===== config.mk =====
export PLATFORM = sky130hd
export DESIGN_NAME = jtag_snoop_engine
export DESIGN_NICKNAME = d
export VERILOG_FILES = /design/src/rtl/jtag_snoop_engine.sv
export SDC_FILE = /design/constraint.sdc
export NUM_CORES = 1
export LEC_CHECK = 0
export ABC_AREA = 1
export CAP_MARGIN = 20
export CORE_ASPECT_RATIO = 1.1
export CORE_MARGIN = 10
export CORE_UTILIZATION = 55
export DETAILED_ROUTE_END_ITERATION = 10
export PLACE_DENSITY = 0.78
export SLEW_MARGIN = 20
export SYNTH_ARGS = -nofsm -noshare
export SYNTH_HDL_FRONTEND = slang
export SYNTH_SLANG_ARGS = --single-unit

===== constraint.sdc =====
create_clock -name sclk -period 2.6 [get_ports sclk]
set_clock_uncertainty 0.05 [all_clocks]
set_input_delay 0.52 -clock sclk [delete_from_list [all_inputs] [get_ports sclk]]
set_output_delay 0.52 -clock sclk [all_outputs]
set_load 0.03 [all_outputs]

===== src/rtl/jtag_snoop_engine.sv =====
// Passive JTAG snooper: synchronises the TAP pins, tracks the 1149.1 state,
// captures IR scans and packs armed DR scans (TDI or TDO) into RAM words.
module jtag_snoop_engine #(
  parameter int unsigned DATA_W      = 32,
  parameter int unsigned ADDR_W      = 9,
  parameter int unsigned IR_W        = 8,
  parameter int unsigned LEN_W       = 16,
  parameter int unsigned SYNC_STAGES = 2
) (
  input  logic                       sclk,
  input  logic                       reset,
  input  logic                       TCK,
  input  logic                       TMS,
  input  logic                       TDI,
  input  logic                       TDO,
  input  logic                       enable_i,
  input  logic                       src_sel_i,
  input  logic                       wrap_mode_i,
  input  logic                       clear_int_i,
  output logic                       int_o,
  output logic                       overflow_o,
  output logic [IR_W-1:0]            ir_value_o,
  output logic [$clog2(IR_W+1)-1:0]  ir_len_o,
  output logic [LEN_W-1:0]           dr_len_o,
  output logic [3:0]                 tap_state_o,
  output logic                       ram_we_o,
  output logic [ADDR_W-1:0]          ram_waddr_o,
  output logic [DATA_W-1:0]          ram_wdata_o
);

  localparam int unsigned IRC_W = $clog2(IR_W+1);
  localparam int unsigned POS_W = $clog2(DATA_W);

  localparam logic [3:0] ST_TLR   = 4'hF;
  localparam logic [3:0] ST_RTI   = 4'hC;
  localparam logic [3:0] ST_SELDR = 4'h7;
  localparam logic [3:0] ST_CAPDR = 4'h6;
  localparam logic [3:0] ST_SHDR  = 4'h2;
  localparam logic [3:0] ST_EX1DR = 4'h1;
  localparam logic [3:0] ST_PAUDR = 4'h3;
  localparam logic [3:0] ST_EX2DR = 4'h0;
  localparam logic [3:0] ST_UPDDR = 4'h5;
  localparam logic [3:0] ST_SELIR = 4'h4;
  localparam logic [3:0] ST_CAPIR = 4'hE;
  localparam logic [3:0] ST_SHIR  = 4'hA;
  localparam logic [3:0] ST_EX1IR = 4'h9;
  localparam logic [3:0] ST_PAUIR = 4'hB;
  localparam logic [3:0] ST_EX2IR = 4'h8;
  localparam logic [3:0] ST_UPDIR = 4'hD;

  // Pin synchronisers
  logic [SYNC_STAGES-1:0] tck_sync_q, tck_sync_d;
  logic [SYNC_STAGES-1:0] tms_sync_q, tms_sync_d;
  logic [SYNC_STAGES-1:0] tdi_sync_q, tdi_sync_d;
  logic [SYNC_STAGES-1:0] tdo_sync_q, tdo_sync_d;
  logic                   tck_prev_q, tck_prev_d;

  logic [3:0]          state_q, state_d;
  logic [IR_W-1:0]     ir_shift_q, ir_shift_d;
  logic [IRC_W-1:0]    ir_cnt_q, ir_cnt_d;
  logic [IR_W-1:0]     ir_value_q, ir_value_d;
  logic [IRC_W-1:0]    ir_len_q, ir_len_d;
  logic                armed_q, armed_d;
  logic                src_q, src_d;
  logic [LEN_W-1:0]    bit_cnt_q, bit_cnt_d;
  logic [POS_W-1:0]    pos_q, pos_d;
  logic [DATA_W-1:0]   word_q, word_d;
  logic [ADDR_W-1:0]   wr_ptr_q, wr_ptr_d;
  logic                wrapped_q, wrapped_d;
  logic [LEN_W-1:0]    dr_len_q, dr_len_d;
  logic                int_q, int_d;
  logic                overflow_q, overflow_d;
  logic                ram_we_q, ram_we_d;
  logic [ADDR_W-1:0]   ram_waddr_q, ram_waddr_d;
  logic [DATA_W-1:0]   ram_wdata_q, ram_wdata_d;

  logic tck_s, tms_s, tdi_s, tdo_s, tck_rise;
  logic cap_bit;
  logic [DATA_W-1:0] word_v;

  assign tck_s    = tck_sync_q[SYNC_STAGES-1];
  assign tms_s    = tms_sync_q[SYNC_STAGES-1];
  assign tdi_s    = tdi_sync_q[SYNC_STAGES-1];
  assign tdo_s    = tdo_sync_q[SYNC_STAGES-1];
  assign tck_rise = tck_s & ~tck_prev_q;

  function automatic logic [3:0] tap_next(input logic [3:0] s, input logic m);
    logic [3:0] n;
    case (s)
      ST_TLR:   n = m ? ST_TLR   : ST_RTI;
      ST_RTI:   n = m ? ST_SELDR : ST_RTI;
      ST_SELDR: n = m ? ST_SELIR : ST_CAPDR;
      ST_CAPDR: n = m ? ST_EX1DR : ST_SHDR;
      ST_SHDR:  n = m ? ST_EX1DR : ST_SHDR;
      ST_EX1DR: n = m ? ST_UPDDR : ST_PAUDR;
      ST_PAUDR: n = m ? ST_EX2DR : ST_PAUDR;
      ST_EX2DR: n = m ? ST_UPDDR : ST_SHDR;
      ST_UPDDR: n = m ? ST_SELDR : ST_RTI;
      ST_SELIR: n = m ? ST_TLR   : ST_CAPIR;
      ST_CAPIR: n = m ? ST_EX1IR : ST_SHIR;
      ST_SHIR:  n = m ? ST_EX1IR : ST_SHIR;
      ST_EX1IR: n = m ? ST_UPDIR : ST_PAUIR;
      ST_PAUIR: n = m ? ST_EX2IR : ST_PAUIR;
      ST_EX2IR: n = m ? ST_UPDIR : ST_SHIR;
      ST_UPDIR: n = m ? ST_SELDR : ST_RTI;
      default:  n = ST_TLR;
    endcase
    return n;
  endfunction

  always_comb begin
    tck_sync_d = {tck_sync_q[SYNC_STAGES-2:0], TCK};
    tms_sync_d = {tms_sync_q[SYNC_STAGES-2:0], TMS};
    tdi_sync_d = {tdi_sync_q[SYNC_STAGES-2:0], TDI};
    tdo_sync_d = {tdo_sync_q[SYNC_STAGES-2:0], TDO};
    tck_prev_d = tck_s;

    state_d     = state_q;
    ir_shift_d  = ir_shift_q;
    ir_cnt_d    = ir_cnt_q;
    ir_value_d  = ir_value_q;
    ir_len_d    = ir_len_q;
    armed_d     = armed_q;
    src_d       = src_q;
    bit_cnt_d   = bit_cnt_q;
    pos_d       = pos_q;
    word_d      = word_q;
    wr_ptr_d    = wr_ptr_q;
    wrapped_d   = wrapped_q;
    dr_len_d    = dr_len_q;
    int_d       = int_q;
    overflow_d  = overflow_q;
    ram_we_d    = 1'b0;
    ram_waddr_d = ram_waddr_q;
    ram_wdata_d = ram_wdata_q;
    cap_bit     = 1'b0;
    word_v      = word_q;

    // Clear is applied first so any set on the same cycle overrides it
    if (clear_int_i) begin
      int_d      = 1'b0;
      overflow_d = 1'b0;
    end

    if (tck_rise) begin
      state_d = tap_next(state_q, tms_s);

      if (state_q == ST_SHIR) begin
        ir_shift_d = {tdi_s, ir_shift_q[IR_W-1:1]};
        if (ir_cnt_q != IRC_W'(IR_W)) ir_cnt_d = ir_cnt_q + 1'b1;
      end
      if (state_d == ST_CAPIR) ir_cnt_d = '0;
      if (state_d == ST_UPDIR) begin
        ir_value_d = ir_shift_q >> (IR_W - ir_cnt_q);
        ir_len_d   = ir_cnt_q;
      end

      if (state_d == ST_CAPDR) begin
        armed_d = enable_i & ~int_q;
        src_d   = src_sel_i;
        if (enable_i & ~int_q) begin
          wr_ptr_d   = '0;
          bit_cnt_d  = '0;
          pos_d      = '0;
          word_d     = '0;
          wrapped_d  = 1'b0;
          overflow_d = 1'b0;
        end
      end

      if (state_q == ST_SHDR && armed_q) begin
        cap_bit        = src_q ? tdo_s : tdi_s;
        word_v[pos_q]  = cap_bit;
        if (bit_cnt_q != '1) bit_cnt_d = bit_cnt_q + 1'b1;
        // Full word or scan exit flushes; past the last address the write
        // either wraps or is dropped, flagging overflow in both cases
        if (pos_q == POS_W'(DATA_W-1) || tms_s) begin
          if (wrapped_q) overflow_d = 1'b1;
          if (!wrapped_q || wrap_mode_i) begin
            ram_we_d    = 1'b1;
            ram_waddr_d = wr_ptr_q;
            ram_wdata_d = word_v;
          end
          wr_ptr_d = wr_ptr_q + 1'b1;
          if (wr_ptr_q == '1) wrapped_d = 1'b1;
          word_d = '0;
          pos_d  = '0;
        end else begin
          word_d = word_v;
          pos_d  = pos_q + 1'b1;
        end
      end

      if (state_d == ST_UPDDR && armed_q) begin
        dr_len_d = bit_cnt_q;
        int_d    = 1'b1;
        armed_d  = 1'b0;
      end
    end
  end

  always_ff @(posedge sclk) begin
    if (reset) begin
      tck_sync_q  <= '0;
      tms_sync_q  <= '0;
      tdi_sync_q  <= '0;
      tdo_sync_q  <= '0;
      tck_prev_q  <= 1'b0;
      state_q     <= ST_TLR;
      ir_shift_q  <= '0;
      ir_cnt_q    <= '0;
      ir_value_q  <= '0;
      ir_len_q    <= '0;
      armed_q     <= 1'b0;
      src_q       <= 1'b0;
      bit_cnt_q   <= '0;
      pos_q       <= '0;
      word_q      <= '0;
      wr_ptr_q    <= '0;
      wrapped_q   <= 1'b0;
      dr_len_q    <= '0;
      int_q       <= 1'b0;
      overflow_q  <= 1'b0;
      ram_we_q    <= 1'b0;
      ram_waddr_q <= '0;
      ram_wdata_q <= '0;
    end else begin
      tck_sync_q  <= tck_sync_d;
      tms_sync_q  <= tms_sync_d;
      tdi_sync_q  <= tdi_sync_d;
      tdo_sync_q  <= tdo_sync_d;
      tck_prev_q  <= tck_prev_d;
      state_q     <= state_d;
      ir_shift_q  <= ir_shift_d;
      ir_cnt_q    <= ir_cnt_d;
      ir_value_q  <= ir_value_d;
      ir_len_q    <= ir_len_d;
      armed_q     <= armed_d;
      src_q       <= src_d;
      bit_cnt_q   <= bit_cnt_d;
      pos_q       <= pos_d;
      word_q      <= word_d;
      wr_ptr_q    <= wr_ptr_d;
      wrapped_q   <= wrapped_d;
      dr_len_q    <= dr_len_d;
      int_q       <= int_d;
      overflow_q  <= overflow_d;
      ram_we_q    <= ram_we_d;
      ram_waddr_q <= ram_waddr_d;
      ram_wdata_q <= ram_wdata_d;
    end
  end

  assign int_o       = int_q;
  assign overflow_o  = overflow_q;
  assign ir_value_o  = ir_value_q;
  assign ir_len_o    = ir_len_q;
  assign dr_len_o    = dr_len_q;
  assign tap_state_o = state_q;
  assign ram_we_o    = ram_we_q;
  assign ram_waddr_o = ram_waddr_q;
  assign ram_wdata_o = ram_wdata_q;

endmodule


* Yosys cells after proc, flatten, opt, wreduce, memory -nomap -nowiden
Index checks and enable logic that the tools add are counted.
** Word-level totals
- Bits in registers :: 162
- Latch bits :: 0
- RAM bits :: 0
- Memory bits (read-only) :: 0
- Bits of input ports :: 10
- Word-level logic and storage cells :: 140
- Memories kept :: 0
** Operators by class
- Add/sub/neg operators :: 5
- Multiply operators :: 0
- Divide/modulo/power cells :: 0
- Magnitude comparators :: 2
- Equal/unequal tests :: 23
- Shift-type cells :: 1
- Muxes and demuxes :: 55
- Bitwise logic cells :: 7
- Reductions and logical operators :: 24
** Operators by type and width (count)
- $mux 32 :: 4
- $mux 16 :: 4
- $pmux 4 s12 :: 1
- $eq 4x4->1 const B :: 10
- $mux 9 :: 4
- $bwmux 32 :: 1
- $shr 8x32->8 :: 1
- $eq 4x3->1 const B :: 6
- $mux 1 :: 21
- $mux 4 :: 5
- $mux 5 :: 4
- $add 16x1->16 const B :: 1
- $ne 16x16->1 const B :: 1
- $mux 2 :: 6
- $mux 3 :: 4
- $reduce_and 2->1 :: 5
- $reduce_bool 2->1 :: 5
- $add 9x1->9 const B :: 1
- $eq 9x9->1 const B :: 1
- $eq 4x2->1 const B :: 2
- $lt 5x6->1 const B :: 1
- $reduce_and 3->1 :: 2
- $add 5x1->5 const B :: 1
- $demux 1 s5 :: 1
- 16 further kinds :: 25

* Longest topological paths before layout
Gate-level depths: netlist of the first run.
- Depth after elaboration :: 10
- Gate-level depth with buffers :: 14

* Worst setup path after synthesis of the first run
Ideal clock, no wire load.
- Kind :: flip-flop to flip-flop
- Start :: reg pos_q[0]
- End :: reg pos_q[1]
- Arrival :: 1.989 ns
- Data required time :: 2.464 ns
- Setup slack :: 0.476 ns
- Stages on the path, launching flop included :: 13
- Buffers on the path :: 1
- Clock period less this slack :: 2.124 ns
- Cell sequence :: dfxtp_1 > ha_1 > nand2_1 > nor2_1 > ha_1 > nor2_1 > nor2_4 > nor2_1 > inv_1 > nand2_1 > nand2_2 > buf_2 > a211oi_1
** Between the ends
- Cells in the longest elaborated chain, start to end :: 4
- Elaborated cells on any way between the ends :: 5
- Those cells by class :: add/sub (1); eq/ne (1); mux (2); reduce/logical (1)
** Ends and longest elaborated chain
- start, declared :: RTL line 66 : logic [POS_W-1:0] pos_q, pos_d;
- start signal, assigned :: RTL line 241 : pos_q <= pos_d;
- parallel branches: the longest is 2 deep, another holds $add 5x1->5
- $mux 5 (*) :: RTL line 177 : if (pos_q == POS_W'(DATA_W-1) || tms_s) begin
- $mux 5 (*) :: RTL line 171 : if (state_q == ST_SHDR && armed_q) begin
Mark *: on every way between the ends.
A chain may end at the register's enable or synchronous reset.

* Worst setup path after layout of the first run
- Start :: reg pos_q[0]
- End :: reg ram_wdata_q[6], in the netlist ram_wdata_o[6]
** Between the ends
- Cells in the longest elaborated chain, start to end :: 5
- Elaborated cells on any way between the ends :: 9
- Those cells by class :: order compare (2); eq/ne (1); mux (3); reduce/logical (3)
** Ends and longest elaborated chain
- $lt 5x6->1 (not written as such) or $ge 5x1->1 (tied branches) :: RTL line 173 : word_v[pos_q] = cap_bit;
- $logic_and 1x1->1 (not written as such) :: RTL line 173
- $mux 1 (not written as such) :: RTL line 173
- $demux 1 s5 :: RTL line 173
- $bwmux 32 :: RTL line 173
- end signal, assigned :: RTL line 250 : ram_wdata_q <= ram_wdata_d;
- end, declared :: RTL line 75 : logic [DATA_W-1:0] ram_wdata_q, ram_wdata_d;
Several ways; a longest one is shown, not always the timed one.

==> results.toml, run 1 <==
[global_routing]
grt_max_degree = 64
first_global_vias = 6342
global_route.overflow_total = 0
wire_length_of_the_first_global_routing_pass_mm = 29.85
grt_antenna_before_repair = 0
global_router_s_overall_resource_usage = 0.1868

[sta]
final.hold.worst_slack_ns = 0.3555
final_max_slew_viol_count = 0
final.period_utilization = 0.9003
report.final.hold_viol_count = 0
timing.final.setup_violations = 0
min_period_ns = 2.341
timing_worst_slew_pin_value_ns = 0.7395
maximum_achievable_frequency_mhz = 427.2
setup-tns-final_ns = 0
rsz0062_at_grt = "no"
maxSlewHeadroom = 0.5069

[routing]
detailed_routing_iteration_count_for_the_pre_antenna_repair_pass = 5
drt_initial_violations = 524
vias_per_cell = 5.091
route.detailed.wl_per_inst_um = 12.90
drc = 0
detail-route-antenna-nets = 0
wirelength_mm = 17.63
routed-via-count = 6960

[pwr]
static-leakage-power_nw = 3.634
cellPowerDensity_nw_per_um2 = 561.2
peakVddDrop_mv = 0.3827

[clock_network]
clock-root-buffer = "clkbuf_16"
cts_made_buffers = 17
cts_num_sinks = 162
clock_latency_ns = 0.43
clock_tree.buffer_depth = 2
post_cts.resized_instances = 0
clk_pin_slew_worst_paths_ns = 0.06
post_cts_hold_buffer_count = 0
htree_levels = 4
postCtsSetupBuffers = 0
tritoncts_clock_tree = "built"

[cells_and_area]
core_occupancy_in_the_finished_layout = 0.6726
insertedDiodeCount = 0
final_nets = 1186
area_growth_syn_to_layout_pct = 21.03
fraction_of_final_layout_cells_with_drive_strength_greater_than_1 = 0.08142

[die]
initial_core_utilization = 0.5557
ioPinCount = 86
die-height_um = 143.3
row_count = 45
die_w_um = 132.1
fp.coreArea_um2 = 13680
die_area_um2 = 18930

[synth]
post_synth_mux_area_share = 0
synthTopCellsByArea = "dfxtp_1 (43%), nor2_1 (11%), nand2_1 (9.9%)"
synth_top_area_cell = "dfxtp_1"
post_synth_instance_area_um2 = 7604
yosysSeqAreaShare = 0.4265
synthesis.area_per_instance_um2 = 6.982
synthXorXnorAreaFrac = 0.01613
synth.net_count = 1109
syn_inst = 1089
yosys.area_share.simple = 0.2837
synth_fa_ha_area_frac = 0.01646
yosys_register_bits = 162
synth_compound_gate_area_share = 0.1662
synth.distinct_cells = 40
count_of_synthesis_stage_warnings_from_yosys = 0
combinational_family_with_the_most_area_after_synthesis = "simple AND/OR/NAND/NOR gates"
synth_top_area_frac = 0.4265

[hold_path]
min_delay_path_depth = 2
worstHoldEndpoint = "tdi_sync_q[1]$_SDFF_PP0_"
worst_hold_path_type = "reg -> reg"
worstHoldStart = "tdi_sync_q[0]$_SDFF_PP0_"

[place]
numPortBuffers = 85
hpwl_mm = 12.36
routabilityCongestion = 0.9161

[status]
outcome = "finished clean"

[worst_setup_path]
crit_slowest_cell = "dfxtp_1"
worst-r2r-cell-count = 13
arrival_ns = 2.58
worstSetupEndpointType = "register"
start_kind = "register"
regToRegSetupSlack_ns = 0.26
max_stage_delay_ns = 0.36
worst_r2r_endpoint = "ram_wdata_o[6]$_SDFFE_PP0P_"
worstPathMaxFanout = 38
timing.critical_path.cells = "ha_1, nand2_1, nor2_1, ha_1, nor2_1, nor2_4, inv_2, nor2_8, o21ai_4, buf_12, nor2_2, a21oi_1, nor2_1"
critPathRequiredTime_ns = 2.84
worst_r2r_startpoint = "pos_q[0]$_SDFFE_PP0P_"
crit_type = "reg -> reg"
cp_common_cell = "nor2_1"

[job]
max_cap_viol_count = 0
-- flip-flops by register name, indices dropped and copies added (netlist names) --
register	flops
tap_state_o	4
tdi_sync_q	2
tdo_sync_q	2
int_o	1
ir_value_o	8
pos_q	5
dr_len_o	16
tms_sync_q	2
wrapped_q	1
word_q	32
wr_ptr_q	9
armed_q	1
ram_waddr_o	9
src_q	1
tck_sync_q	2
ir_shift_q	8
ram_we_o	1
ir_cnt_q	4
tck_prev_q	1
overflow_o	1
ram_wdata_o	32
ir_len_o	4
bit_cnt_q	16
-- per-layer routing --
layer / up-vias / global-route usage / wire length [um]
met5: - / 0 / 0
met3: 33 / 0.04539 / 928
met1: 3099 / 0.2191 / 7661
li1: 3669 / - / -
met4: 0 / 0.07850 / 363
met2: 159 / 0.3205 / 8681
-- final cells by class --
class	count	area [um^2]
Clock buffer	25	495.5
Clock inverter	7	75.07
Fill cell	1209	4479
Inverter	109	410.4
Multi-Input combinational cell	767	3680
Sequential cell	162	3243
Tap cell	188	235.2
Timing Repair Buffer	109	1064
-- per-stage QoR --
step                      setup WS, ns  power (mW)  std cells  instance area (um^2)
after global routing           0.04316       5.345       1367                  9203
after CTS                       0.2680       5.201       1367                  9203
after detailed placement        0.2583       2.818       1335                  8632
after global placement          0.2977       2.814       1335                  8632
after floorplan                 0.4758       2.746       1089                  7604
final                           0.2592       5.164       1367                  9203
-- cell usage after synthesis --
cell and n:
nor2_1 217, nand2_1 201, dfxtp_1 162, a21oi_1 109, inv_1 99, o21ai_0 76
nand3_1 45, a211oi_1 30, clkbuf_1 22, nor2_2 21, buf_2 14, xor2_1 11
ha_1 10, nor3_1 10, buf_6 8, inv_2 7, nand4_1 7, a31oi_1 4
buf_1 3, buf_4 3, o211ai_1 3, xnor2_1 3, a221oi_1 2, clkinv_1 2
nand2_2 2, nor2_4 2, nor3_2 2, o21ai_2 2, and3_1 1, clkbuf_2 1
clkinv_2 1, nand4_2 1, nand4_4 1, nor2_8 1, nor3_4 1, o21ai_1 1
o221ai_1 1, o311ai_0 1, o31ai_1 1, or2_2 1
-- critical path: cells and delay by family (launching register included) --
family,cells,cell delay [ns]
simple gates,7,0.63
fa+ha+maj,2,0.40
buf+inv,2,0.40
flops,1,0.36
compound gates,2,0.33
-- cells by family after synthesis --
| logic type | Yosys count |
|---|---|
| simple gates | 513 |
| compound gates | 230 |
| flops | 162 |
| buf+inv | 160 |
| xor+xnor | 14 |
| fa+ha+maj | 10 |
-- worst max path at each step --
stage                                from                           end  slack (ns)  cells after the start
floorplan           pos_q[0]$_SDFFE_PP0P_         pos_q[1]$_SDFFE_PP0P_        0.48                     12
global placement                 enable_i       word_q[15]$_SDFFE_PP0P_        0.30                     11
detailed placement               enable_i       word_q[13]$_SDFFE_PP0P_        0.26                     11
CTS                 pos_q[0]$_SDFFE_PP0P_   ram_wdata_o[6]$_SDFFE_PP0P_        0.27                     13
global route        pos_q[0]$_SDFFE_PP0P_  ram_wdata_o[11]$_SDFFE_PP0P_        0.04                     12
finish              pos_q[0]$_SDFFE_PP0P_   ram_wdata_o[6]$_SDFFE_PP0P_        0.26                     13
-- report_power, final --
part           internal, mW  switching (mW)
clock network          1.42           0.980
registers              2.51          0.0311
logic                0.0761           0.148
total                  4.00            1.16
-- layout by cell type, fill, tap and decap left out, drive strengths merged --
cell type	Yosys	layout
nand2	203	203
o211ai	3	3
o31ai	1	1
xnor2	3	3
o221ai	1	1
and3	1	1
or2	1	1
bufinv	0	1
a21oi	109	109
a221oi	2	2
nor3	13	13
o311ai	1	1
nand4	9	9
ha	10	10
inv	106	106
clkinv	3	6
clkdlybuf4s50	0	84
a211oi	30	30
clkbuf	23	25
xor2	11	11
clkinvlp	0	3
nor2	241	241
dfxtp	162	162
o21ai	79	79
nand3	45	45
buf	28	25
a31oi	4	4
Note: power is estimated with default switching activity, not from simulation.
==> inputs of run 2 (changes only) <==
--- a/config.mk
+++ b/config.mk
@@ -9,9 +9,9 @@
 export CAP_MARGIN = 20
 export CORE_ASPECT_RATIO = 1.1
 export CORE_MARGIN = 10
-export CORE_UTILIZATION = 55
+export CORE_UTILIZATION = 30
 export DETAILED_ROUTE_END_ITERATION = 10
-export PLACE_DENSITY = 0.78
+export PLACE_DENSITY = 0.52
 export SLEW_MARGIN = 20
 export SYNTH_ARGS = -nofsm -noshare
 export SYNTH_HDL_FRONTEND = slang
==> run 2 against run 1 <==
  * Register-to-register slack about the same
  * Global-route usage decreased by 6.2 points
  * Critical path type unchanged
  * Clock-buffer cell count decreased by 8
  * Combinational power increased by 5%
  * Cell count increased by 9.4%
  * Die area increased by 70%
  * Worst hold slack got worse by 0.0018 ns
==> results.toml, run 2 (synthesis gave the netlist of run 1 again) <==
[place]
hpwl_mm = 13.66
placed_cell_area_um2 = 8836
numPortBuffers = 85
routabilityCongestion = 0.8016

[die]
die_area_um2 = 32120
die-height_um = 187.0
fp.coreArea_um2 = 25110
ioPinCount = 86
row_count = 61
die_w_um = 171.8
initial_core_utilization = 0.3028

[routing]
vias_per_cell = 4.619
wirelength_mm = 19.46
routed-via-count = 6910
detail-route-antenna-nets = 0
route.detailed.wl_per_inst_um = 13.01
detailed_routing_iteration_count_for_the_pre_antenna_repair_pass = 5
drc = 0
drt_initial_violations = 304

[pwr]
switching_share = 0.2398
switchingPower_mw = 1.304
power.total_mw = 5.438
cellPowerDensity_nw_per_um2 = 574.4
power.share.clock = 0.490
static-leakage-power_nw = 3.688
comb_power_share = 0.043
share_seq_of_total_power = 0.467
power.internal_mw = 4.134
peakVddDrop_mv = 0.3886

[hold_path]
min_delay_path_depth = 2
worst_hold_path_type = "reg -> reg"
worstHoldStart = "tms_sync_q[0]$_SDFF_PP0_"

[clock_network]
post_cts.resized_instances = 0
cts_made_buffers = 17
clock_latency_ns = 0.42
cts_num_sinks = 162
clock_tree.buffer_depth = 2
clock-root-buffer = "clkbuf_16"
post_cts_hold_buffer_count = 0
postCtsSetupBuffers = 0
clk_pin_slew_worst_paths_ns = 0.06
tritoncts_clock_tree = "built"
htree_levels = 4

[worst_setup_path]
start_kind = "register"
worst_r2r_startpoint = "pos_q[0]$_SDFFE_PP0P_"
critPathRequiredTime_ns = 2.86
max_stage_delay_ns = 0.41
worstPathMaxFanout = 13
arrival_ns = 2.59
worstSetupEndpointType = "register"
critical_path.startpoint = "pos_q[0]$_SDFFE_PP0P_"
buffers_plus_inverters_on_the_worst_setup_path = 2
timing.critical_path.cells = "ha_1, nand2_1, nor2_1, ha_1, nor2_1, nor2_4, inv_2, nor2_8, o21ai_4, buf_4, o21ai_0, a21oi_1"
worst-r2r-cell-count = 12
worst-path-stages = 12
cpLargestDelayFamily = "simple AND/OR/NAND/NOR gates"
crit_type = "reg -> reg"
crit_slowest_cell = "dfxtp_1"

[sta]
maximum_achievable_frequency_mhz = 428.4
final.period_utilization = 0.8978
min_period_ns = 2.334
timing_worst_slew_pin_value_ns = 0.5622
maxSlewHeadroom = 0.6241
final.hold.worst_slack_ns = 0.3537
timing.final.setup_violations = 0
final_max_slew_viol_count = 0
rsz0062_at_grt = "no"
report.final.hold_viol_count = 0
setup-tns-final_ns = 0

[global_routing]
grt_antenna_before_repair = 0
grt_max_degree = 64
global_router_s_overall_resource_usage = 0.1244
first_global_vias = 6646
global_route.overflow_total = 0
wire_length_of_the_first_global_routing_pass_mm = 33.10

[cells_and_area]
layout.cells.most_common_list = "nor2_1 (217), nand2_1 (201), dfxtp_1 (162)"
area_occupied_by_registers_um2 = 3243
layout.filler_cells = 2631
area_growth_syn_to_layout_pct = 24.52
insertedDiodeCount = 0
fraction_of_final_layout_cells_with_drive_strength_greater_than_1 = 0.08637
summed_area_of_non_filler_cells_in_the_final_layout_um2 = 9468
final_common_cell = "nor2_1"
final_nets = 1188
multi_input_comb_area_um2 = 3689

[job]
max_cap_viol_count = 0

[status]
outcome = "finished clean"
run 2: cell count changes in the layout (fill, tap and decap cells not counted):
cell,before,now
o21ai_2,2,3
buf_12,3,6
buf_4,21,19
clkinv_4,2,3
bufinv_16,1,3
clkinvlp_4,3,1
clkbuf_8,4,0
inv_6,0,4
inv_8,0,3
clkbuf_1,4,0
run 2: cell type report:
class | count | share of cell area
multi-input cells | 768 | 0.3896
flip-flops and latches | 162 | 0.3425
repair buffers | 110 | 0.1171
clock buffers | 17 | 0.04493
inverters | 109 | 0.04335
well taps | 315 | 0.04163
clock inverters | 15 | 0.02088
run 2: final timing paths:
check                                       to  slack, ns
hold / removal        tms_sync_q[1]$_SDFF_PP0_       0.35
hold reg to reg       tms_sync_q[1]$_SDFF_PP0_       0.35
setup reg to reg  ram_wdata_o[24]$_SDFFE_PP0P_       0.27
setup / recovery  ram_wdata_o[24]$_SDFFE_PP0P_       0.27
run 2: worst reg2reg max path, stage by stage (launching register included):
cell and delay (ns):
dfxtp_1 0.41, ha_1 0.20, nand2_1 0.12, nor2_1 0.12, ha_1 0.17, nor2_1 0.07
nor2_4 0.21, inv_2 0.11, nor2_8 0.16, o21ai_4 0.17, buf_4 0.21, o21ai_0 0.17
a21oi_1 0.06
run 2: per-layer routing:
metal	part of all wire	GRT usage	routed length, um	vias to the layer above
met5	0	0	0	-
met4	0.013	0.04115	254	0
met3	0.034	0.02639	670	17
met2	0.48	0.2047	9288	94
met1	0.48	0.1572	9246	3129
li1	-	-	-	3670
run 2: power groups by stage:
stage	Combinational (mW)	Sequential (mW)	Clock [mW]
6_report	0.235	2.54	2.66
5_1_grt	0.269	2.54	2.86
4_1_cts	0.240	2.54	2.76
3_5_place_dp	0.239	2.60	0
3_3_place_gp	0.238	2.59	0
2_1_floorplan	0.155	2.59	0
run 2: per-stage QoR:
step                setup WS [ns]  instances    util
global placement           0.2095       1463  0.3519
finish                     0.2658       1496  0.3770
global route              0.04718       1496  0.3770
CTS                        0.1664       1495  0.3767
detailed placement         0.1960       1463  0.3519
floorplan                  0.4758       1089       -
==> inputs of run 3 (changes only) <==
--- a/config.mk
+++ b/config.mk
@@ -7,11 +7,13 @@
 export LEC_CHECK = 0
 export ABC_AREA = 1
 export CAP_MARGIN = 20
+export CELL_PAD_IN_SITES_DETAIL_PLACEMENT = 0
+export CELL_PAD_IN_SITES_GLOBAL_PLACEMENT = 1
 export CORE_ASPECT_RATIO = 1.1
 export CORE_MARGIN = 10
-export CORE_UTILIZATION = 30
+export CORE_UTILIZATION = 41
 export DETAILED_ROUTE_END_ITERATION = 10
-export PLACE_DENSITY = 0.52
+export PLACE_DENSITY = 0.85
 export SLEW_MARGIN = 20
 export SYNTH_ARGS = -nofsm -noshare
 export SYNTH_HDL_FRONTEND = slang
==> constraint.sdc (replaced) <==
create_clock -name sclk -period 2.25 [get_ports sclk]
set_clock_uncertainty 0.05 [all_clocks]
set_input_delay 0.45 -clock sclk [delete_from_list [all_inputs] [get_ports sclk]]
set_output_delay 0.45 -clock sclk [all_outputs]
set_load 0.03 [all_outputs]
==> run 3 against run 2 <==
  * Sequential share of layout area down 0.24 points
  * Core utilization up 14 points
  * Clock power up 10%
  * Sequential power up 15%
  * Largest cell class unchanged
==> results.toml, run 3 (synthesis gave the netlist of run 1 again) <==
[worst_setup_path]
cpLargestDelayFamily = "buffers and inverters"
critPathRequiredTime_ns = 1.75
start_kind = "register"
crit_slowest_cell = "clkdlybuf4s50_1"
worstPathMaxFanout = 6
worst-r2r-cell-count = 12
buffers_plus_inverters_on_the_worst_setup_path = 1
crit_type = "reg -> out"
worst_r2r_startpoint = "pos_q[1]$_SDFFE_PP0P_"
timing.critical_path.cells = "clkdlybuf4s50_1"
regToRegSetupSlack_ns = 0.21
worstSetupEndpointType = "primary output"
arrival_ns = 1.60
max_stage_delay_ns = 0.72
worst_r2r_endpoint = "ram_wdata_o[3]$_SDFFE_PP0P_"

[place]
dp_worst_setup_slack_ns = 0.05936
hpwl_mm = 12.95
numPortBuffers = 85
routabilityCongestion = 0.8885

[clock_network]
htree_levels = 4
tritoncts_clock_tree = "built"
clock_latency_ns = 0.43
clock_tree.buffer_depth = 2
clock-root-buffer = "clkbuf_16"
clk_pin_slew_worst_paths_ns = 0.07
cts_num_sinks = 162
cts_made_buffers = 17
post_cts_hold_buffer_count = 0

[sta]
final_max_slew_viol_count = 0
maximum_achievable_frequency_mhz = 476.3
maxSlewHeadroom = 0.5479
final.period_utilization = 0.9331
timing.final.setup_violations = 0
final.hold.worst_slack_ns = 0.3492
finalWorstSetupSlack_ns = 0.1505
min_period_ns = 2.100
rsz0062_at_grt = "no"
setup-tns-final_ns = 0
timing_worst_slew_pin_value_ns = 0.6781
report.final.hold_viol_count = 0

[pwr]
share_seq_of_total_power = 0.478
static-leakage-power_nw = 3.771
switching_share = 0.2393
power.internal_mw = 4.668
switchingPower_mw = 1.469
peakVddDrop_mv = 0.5594
comb_power_share = 0.045
cellPowerDensity_nw_per_um2 = 643.3
power.share.clock = 0.478
power.total_mw = 6.137

[cells_and_area]
area_growth_syn_to_layout_pct = 25.46
layout.cells.most_common_list = "nor2_1 (216), nand2_1 (201), dfxtp_1 (161)"
final_common_cell = "nor2_1"
insertedDiodeCount = 0
layout.filler_cells = 1840
fraction_of_final_layout_cells_with_drive_strength_greater_than_1 = 0.1010
final_nets = 1205

[die]
row_count = 52
fp.coreArea_um2 = 18350
die_w_um = 149.8
die-height_um = 162.8
ioPinCount = 86
die_area_um2 = 24400
initial_core_utilization = 0.4144

[routing]
routed-via-count = 6954
detail-route-antenna-nets = 0
detailed_routing_iteration_count_for_the_pre_antenna_repair_pass = 5
vias_per_cell = 4.826
wirelength_mm = 18.85
drc = 0
drt_initial_violations = 372
route.detailed.wl_per_inst_um = 13.08

[job]
max_cap_viol_count = 0

[global_routing]
global_route.overflow_total = 0
global_router_s_overall_resource_usage = 0.1560
wire_length_of_the_first_global_routing_pass_mm = 31.73
first_global_vias = 6545
grt_antenna_before_repair = 0
grt_max_degree = 64

[hold_path]
worstHoldEndpoint = "tdo_sync_q[1]$_SDFF_PP0_"
min_delay_path_depth = 2
worstHoldStart = "tdo_sync_q[0]$_SDFF_PP0_"
worst_hold_path_type = "reg -> reg"

[status]
outcome = "finished clean"
==> run 3: cell count changes in the layout (fill, tap and decap cells not counted), sizes merged, moves of 2 or more <==
| cell | delta |
|---|---|
| buf | +16 |
| clkbuf | +2 |
| clkdlybuf4s50 | -2 |
| clkinvlp | +4 |
| dlymetal6s2s | +2 |
| inv | -4 |
==> run 3: layout make-up <==
| class | instances | area [um^2] | area share |
|---|---|---|---|
| clock buffer | 18 | 439.2 | 0.04604 |
| clock inverter | 14 | 155.1 | 0.01626 |
| inverter | 109 | 410.4 | 0.04302 |
| multi-input combinational | 768 | 3691 | 0.3869 |
| sequential | 162 | 3244 | 0.3401 |
| tap | 243 | 304.0 | 0.03187 |
| timing repair buffer | 127 | 1295 | 0.1358 |
==> run 3: timing repair <==
| item | 4_1_cts | 5_1_grt |
|---|---|---|
| gates resized for setup | 0 | 8 |
| endpoints found under the hold margin | 0 | 0 |
| buffers inserted | 0 | 4 |
| setup endpoints to repair | 0 | 51 |
==> run 3: stage by stage <==
| step | area, um^2 | cells | utilization |
|---|---|---|---|
| 2_1_floorplan | 7604 | 1089 | - |
| 3_3_place_gp | 8861 | 1403 | 0.4830 |
| 3_5_place_dp | 8861 | 1403 | 0.4830 |
| 4_1_cts | 9455 | 1435 | 0.5153 |
| 5_1_grt | 9539 | 1441 | 0.5199 |
| 6_report | 9539 | 1441 | 0.5199 |
==> run 3: layer usage <==
layer | vias up | routed length, um | GRT usage
li1 | 3708 | - | -
met3 | 21 | 801 | 0.03808
met1 | 3119 | 8757 | 0.1925
met5 | - | 0 | 0
met4 | 0 | 246 | 0.04686
met2 | 106 | 9046 | 0.2625
==> run 3: power groups by stage <==
stage | clock network [mW] | registers (mW) | logic, mW
2_1_floorplan | 0 | 2.99 | 0.180
3_3_place_gp | 0 | 3.00 | 0.274
3_5_place_dp | 0 | 3.00 | 0.275
4_1_cts | 2.99 | 2.93 | 0.277
5_1_grt | 3.11 | 2.94 | 0.311
6_report | 2.93 | 2.93 | 0.274
==> run 3: worst max-delay path by stage <==
stage / from / to / slack, ns / cells after the start
after floorplan: pos_q[0]$_SDFFE_PP0P_ / pos_q[1]$_SDFFE_PP0P_ / 0.13 / 12
after global placement: pos_q[1]$_SDFFE_PP0P_ / ram_wdata_o[24]$_SDFFE_PP0P_ / 0.07 / 12
after detailed placement: pos_q[1]$_SDFFE_PP0P_ / ram_wdata_o[24]$_SDFFE_PP0P_ / 0.06 / 12
after CTS: pos_q[1]$_SDFFE_PP0P_ / ram_wdata_o[24]$_SDFFE_PP0P_ / 0.04 / 12
after global routing: tap_state_o[2]$_SDFFE_PP1P_ / ir_len_o[2]$_SDFFE_PP0P_ / 0.02 / 11
final: tap_state_o[3]$_SDFFE_PP1P_ / tap_state_o[3] / 0.15 / 1
